[src/rtl/riscv_pkg.sv]
// Shared types for the fetch/data memory arbiter: FSM state and access owner.
// Also holds the saturation limit of the optional statistics counters.
package riscv_pkg;

  typedef enum logic [1:0] {
    IDLE   = 2'd0,
    IF_ACC = 2'd1,
    D_ACC  = 2'd2
  } arb_state_t;

  typedef enum logic {
    OWN_IF = 1'b0,
    OWN_D  = 1'b1
  } arb_owner_t;

  localparam logic [15:0] STAT_MAX = 16'hFFFF;

endpackage

[src/rtl/mem_arbiter.sv]
// Fetch/data arbiter onto one memory port; grant is combinational in IDLE, rvalid one cycle after mem_ready_i; stats ports under MEM_ARB_STATS_EN.
// Backpressure: one outstanding access held until mem_ready_i; no grants while an access is in flight.
module mem_arbiter
  import riscv_pkg::*;
#(
  parameter int ADDR_W     = 16,
  parameter int DATA_W     = 16,
  parameter int STARVE_MAX = 4
) (
  input  logic              clk,
  input  logic              rst,
  input  logic              if_req_i,
  input  logic [ADDR_W-1:0] if_addr_i,
  output logic              if_gnt_o,
  output logic              if_rvalid_o,
  output logic [DATA_W-1:0] if_rdata_o,
  input  logic              d_req_i,
  input  logic              d_we_i,
  input  logic [ADDR_W-1:0] d_addr_i,
  input  logic [DATA_W-1:0] d_wdata_i,
  output logic              d_gnt_o,
  output logic              d_rvalid_o,
  output logic [DATA_W-1:0] d_rdata_o,
  output logic              mem_req_o,
  output logic              mem_we_o,
  output logic [ADDR_W-1:0] mem_addr_o,
  output logic [DATA_W-1:0] mem_wdata_o,
  input  logic              mem_ready_i,
  input  logic [DATA_W-1:0] mem_rdata_i,
  output logic              busy_o
`ifdef MEM_ARB_STATS_EN
  ,
  output logic [15:0]       if_wait_cnt_o,
  output logic [15:0]       d_gnt_cnt_o
`endif
);

  localparam logic [3:0] STARVE_LIM = 4'(STARVE_MAX);

  arb_state_t        state, state_nxt;
  arb_owner_t        gnt_owner;
  logic [3:0]        starve_cnt;
  logic [ADDR_W-1:0] addr_q;
  logic              we_q;
  logic [DATA_W-1:0] wdata_q;
  logic              any_gnt;
  logic              if_done, d_done;

  always_comb begin
    if_gnt_o  = 1'b0;
    d_gnt_o   = 1'b0;
    gnt_owner = OWN_D;
    state_nxt = state;
    case (state)
      IDLE: begin
        // Grants are suppressed while reset is asserted so nothing is accepted into a reset.
        if (!rst && if_req_i && (!d_req_i || starve_cnt == STARVE_LIM)) begin
          if_gnt_o  = 1'b1;
          gnt_owner = OWN_IF;
          state_nxt = IF_ACC;
        end else if (!rst && d_req_i) begin
          d_gnt_o   = 1'b1;
          gnt_owner = OWN_D;
          state_nxt = D_ACC;
        end
      end
      IF_ACC, D_ACC: begin
        if (mem_ready_i) state_nxt = IDLE;
      end
      default: state_nxt = IDLE;
    endcase
  end

  assign any_gnt = if_gnt_o | d_gnt_o;
  assign if_done = (state == IF_ACC) && mem_ready_i;
  assign d_done  = (state == D_ACC) && mem_ready_i;

  always_ff @(posedge clk) begin
    if (rst) begin
      state       <= IDLE;
      starve_cnt  <= '0;
      addr_q      <= '0;
      we_q        <= 1'b0;
      wdata_q     <= '0;
      if_rvalid_o <= 1'b0;
      d_rvalid_o  <= 1'b0;
      if_rdata_o  <= '0;
      d_rdata_o   <= '0;
    end else begin
      state       <= state_nxt;
      if_rvalid_o <= if_done;
      d_rvalid_o  <= d_done;
      if (if_done) if_rdata_o <= mem_rdata_i;
      if (d_done)  d_rdata_o  <= mem_rdata_i;

      if (any_gnt) begin
        addr_q  <= (gnt_owner == OWN_IF) ? if_addr_i : d_addr_i;
        we_q    <= (gnt_owner == OWN_D) && d_we_i;
        wdata_q <= ((gnt_owner == OWN_D) && d_we_i) ? d_wdata_i : '0;
      end

      if (state == IDLE) begin
        if (if_gnt_o || !if_req_i)
          starve_cnt <= '0;
        else if (d_gnt_o && starve_cnt != STARVE_LIM)
          starve_cnt <= starve_cnt + 4'd1;
      end
    end
  end

  assign mem_req_o   = (state != IDLE);
  assign mem_addr_o  = addr_q;
  assign mem_we_o    = we_q;
  assign mem_wdata_o = wdata_q;
  assign busy_o      = (state != IDLE) || any_gnt;

`ifdef MEM_ARB_STATS_EN
  always_ff @(posedge clk) begin
    if (rst) begin
      if_wait_cnt_o <= '0;
      d_gnt_cnt_o   <= '0;
    end else begin
      if (if_req_i && !if_gnt_o && if_wait_cnt_o != STAT_MAX)
        if_wait_cnt_o <= if_wait_cnt_o + 16'd1;
      if (d_gnt_o && d_gnt_cnt_o != STAT_MAX)
        d_gnt_cnt_o <= d_gnt_cnt_o + 16'd1;
    end
  end
`endif

endmodule

[config.mk]
export PLATFORM = sky130hd
export DESIGN_NAME = mem_arbiter
export DESIGN_NICKNAME = d
export VERILOG_FILES = /design/src/rtl/riscv_pkg.sv /design/src/rtl/mem_arbiter.sv
export SDC_FILE = /design/constraint.sdc
export NUM_CORES = 1
export LEC_CHECK = 0
export CAP_MARGIN = 40
export CORE_MARGIN = 4
export CORE_UTILIZATION = 50
export DETAILED_ROUTE_END_ITERATION = 7
export DONT_BUFFER_PORTS = 1
export PLACE_DENSITY = 0.75
export SYNTH_ARGS = -nofsm -noshare
export SYNTH_HDL_FRONTEND = slang
export SYNTH_SLANG_ARGS = --single-unit
[constraint.sdc]
create_clock -name clk -period 2 [get_ports clk]
set_input_delay 0.2 -clock clk [delete_from_list [all_inputs] [get_ports clk]]
set_output_delay 0.2 -clock clk [all_outputs]
set_load 0.01 [all_outputs]
==> flow_metrics.env <==
export IMPL_clock_path_buffers=2
export IMPL_first_iter_violations=139
export IMPL_pre_cts_ws_ps=185.4
export IMPL_multi_input_area_mm2=0.001389
export IMPL_internal_power_mw=2.583
export IMPL_ios=141
export IMPL_synth_edff_count=0
export IMPL_hold_class="input pin to register"
export IMPL_synth_area_mm2=0.003053
export IMPL_yosysTopAreaCellShare=0.4787
export IMPL_synth_cells=370
export IMPL_yosysTopAreaCell="dfxtp_1"
export IMPL_critPathMaxFanout=6
export IMPL_total_leakage_power_nw=1.477
export IMPL_cts_buffers=9
export IMPL_vias=2778
export IMPL_syn_to_final_growth_pct=22.58
export IMPL_cp_start_kind="register"
export IMPL_grt_use_total=0.2336
export IMPL_synth_nets=445
export IMPL_h_tree_depth=3
export IMPL_grt_pass1_vias=2779
export IMPL_end_kind="output pin"
export IMPL_globalplace_congestion=0.8550
export IMPL_synth_flop_cell="dfxtp_1"
export IMPL_crit_type="register to output pin"
export IMPL_fill_cells=499
export IMPL_routed_wirelength_mm=8.706
export IMPL_core_area_mm2=0.005921
export IMPL_setup_violations=0
export IMPL_clk_pin_slew_worst_paths_ps=80
export IMPL_rows=28
export IMPL_seqPwrFrac=0.471
export IMPL_drc=0
export IMPL_post_drt_wl_per_cell_um=18.06
export IMPL_p_clk_frac=0.399
export IMPL_ant_nets=0
export IMPL_die_h_um=86.14
export IMPL_synth_avg_cell_area_um2=8.251
export IMPL_swShare=0.2606
export IMPL_finalClockSkew_ps=8.783
export IMPL_slew_violations=0
export IMPL_cellPowerDensity_mw_per_mm2=933.4
export IMPL_setup_slack_ps=129.3
export IMPL_synthTopCellsByCount="dfxtp_1 (73), nand2_1 (73), nor2_1 (38), a21oi_1 (36), inv_1 (24)"
export IMPL_fin_crit_sh=0.9354
export IMPL_drv_cap=0
export IMPL_post_dp_hpwl_mm=5.451
export IMPL_synthTopCellsByArea="dfxtp_1 (48%), nand2_1 (9.0%), a21oi_1 (5.9%), nor2_1 (4.7%), a22o_1 (4.6%)"
export IMPL_slew_headroom=0.5724
export IMPL_tns_ps=0
export IMPL_io_buffers=0
export IMPL_cts_sinks=73
export IMPL_antenna_found_initial=0
export IMPL_yosysUniqueCellTypes=32
export IMPL_p_comb_frac=0.130
export IMPL_first_pass_iters=4
export IMPL_grt_max_degree=43
export IMPL_tightest_slew_ps=641.4
export IMPL_ys_ff_latch=73
export IMPL_status="finished, final reports clean"
export IMPL_seq_area_mm2=0.001464
export IMPL_rsz0062_at_grt="yes"
export IMPL_via_per_inst=5.763
export IMPL_netSwitchingPower_mw=0.9105
export IMPL_die_area_mm2=0.007420
export IMPL_arrival_ps=1670
export IMPL_worstPathRequired_ps=1800
export IMPL_cts_root_buf="clkbuf_8"
export IMPL_final_nets=477
export IMPL_period_minus_slack_ps=1871
export IMPL_ir_worst_vdd_mv=0.5370
export IMPL_grt_overflow_total=0
export IMPL_final_layout_size_suffix_gt1_frac=0.09091
export IMPL_antenna_cells=0
export IMPL_fmax_ghz=0.5346
export IMPL_postCtsSetupRepairBufs=0
export IMPL_grt_pass1_wl_mm=13.49
export IMPL_yosys_warnings=0
export IMPL_hold_violations=0
export IMPL_initial_core_util=0.5156
export IMPL_tritoncts="yes"
export IMPL_yosysSeqAreaShare=0.4787
export IMPL_dieWidth_um=86.14
export IMPL_ys_async_sr_fraction=0
export IMPL_clk_latency_ps=340
critical path: stages, from the launching register on:
cell and delay (ps):
dfxtp_2 350, inv_1 60, ha_1 180, and3b_2 270, o21ai_2 150, nor2_1 70, nor3_2 100, buf_4 140
cells by family (layout without fill, tap and decap cells):
group / count (synthesis) / after routing / synth area share
AOI/OAI and AO/OA: 111 / 111 / 0.2541
adders and majority gates: 5 / 5 / 0.02049
buffers and inverters: 51 / 88 / 0.07090
DFF: 73 / 73 / 0.4787
and+or+nand+nor: 130 / 130 / 0.1758
metal layers:
| layer | GRT usage | vias up | routed length [um] |
|---|---|---|---|
| li1 | - | 1338 | - |
| met1 | 0.2564 | 1296 | 3287 |
| met2 | 0.4015 | 128 | 4426 |
| met3 | 0.08549 | 16 | 802 |
| met4 | 0.1036 | 0 | 189 |
| met5 | 0 | - | 0 |
registers in the layout, summed over array words and instances (netlist names):
signal and count:
state 2, if_rdata_o 16, mem_addr_o 16, if_rvalid_o 1
mem_wdata_o 16, d_rvalid_o 1, starve_cnt 4, d_rdata_o 16
mem_we_o 1
final cells by class:
| type | count | area share |
|---|---|---|
| clock buffers | 10 | 0.03410 |
| well taps | 75 | 0.02508 |
| clock inverters | 6 | 0.03076 |
| repair buffers | 48 | 0.1237 |
| inverters | 24 | 0.02407 |
| multi-input cells | 246 | 0.3711 |
| flip-flops and latches | 73 | 0.3912 |
final timing paths:
| kind | end | slack [ps] | cells after the start | start |
|---|---|---|---|---|
| hold / removal | if_rdata_o[10] | 10 | 2 | mem_rdata_i[10] |
| hold reg to reg | starve_cnt[0] | 480 | 2 | starve_cnt[0] |
| setup reg to reg | d_rdata_o[15] | 200 | 6 | state[0] |
| setup / recovery | d_gnt_o | 130 | 7 | starve_cnt[0] |
metrics by stage:
| step | hold slack, ps | area (um2) | util | power (mW) | instances |
|---|---|---|---|---|---|
| 3_3_place_gp | 281.3 | 3103 | 0.5241 | 2.026 | 429 |
| 2_1_floorplan | 332.6 | 3053 | - | 1.957 | 370 |
| 3_5_place_dp | 284.6 | 3103 | 0.5241 | 2.041 | 429 |
| 6_report | 11.46 | 3742 | 0.6321 | 3.493 | 482 |
| 4_1_cts | 0.01971 | 3731 | 0.6302 | 3.502 | 482 |
| 5_1_grt | 3.257 | 3742 | 0.6321 | 3.646 | 482 |
layout by cell type (no fill, tap or decap), types with 2 or more instances in the layout:
| cell | count |
|---|---|
| inv_1 | 24 |
| dfxtp_1 | 71 |
| buf_4 | 11 |
| o21ai_0 | 3 |
| dlygate4sd3_1 | 36 |
| nand3_1 | 6 |
| nand2_1 | 72 |
| clkbuf_8 | 9 |
| dfxtp_2 | 2 |
| a22o_1 | 16 |
| a31oi_1 | 3 |
| nand2b_1 | 2 |
| a21oi_1 | 36 |
| a211oi_1 | 16 |
| nor3_2 | 2 |
| ha_1 | 5 |
| nor2b_1 | 3 |
| bufinv_16 | 3 |
| o22ai_1 | 15 |
| a211o_1 | 15 |
| nor2_1 | 38 |
power by group through the flow:
stage / Sequential, mW / Combinational (mW) / Clock [mW]
final: 1.65 / 0.453 / 1.40
after global routing: 1.66 / 0.501 / 1.49
after CTS: 1.65 / 0.445 / 1.41
after detailed placement: 1.68 / 0.362 / 0
after global placement: 1.68 / 0.348 / 0
after floorplan: 1.66 / 0.301 / 0
repair_timing:
item / 4_1_cts / 5_1_grt
endpoints found under the hold margin: 59 / 0
resized for setup: 3 / 5
hold buffers: 37 / 0
endpoints found under the setup margin: 2 / 3
pin swaps: 0 / 0
No activity file was read; power rests on OpenSTA's default activity.
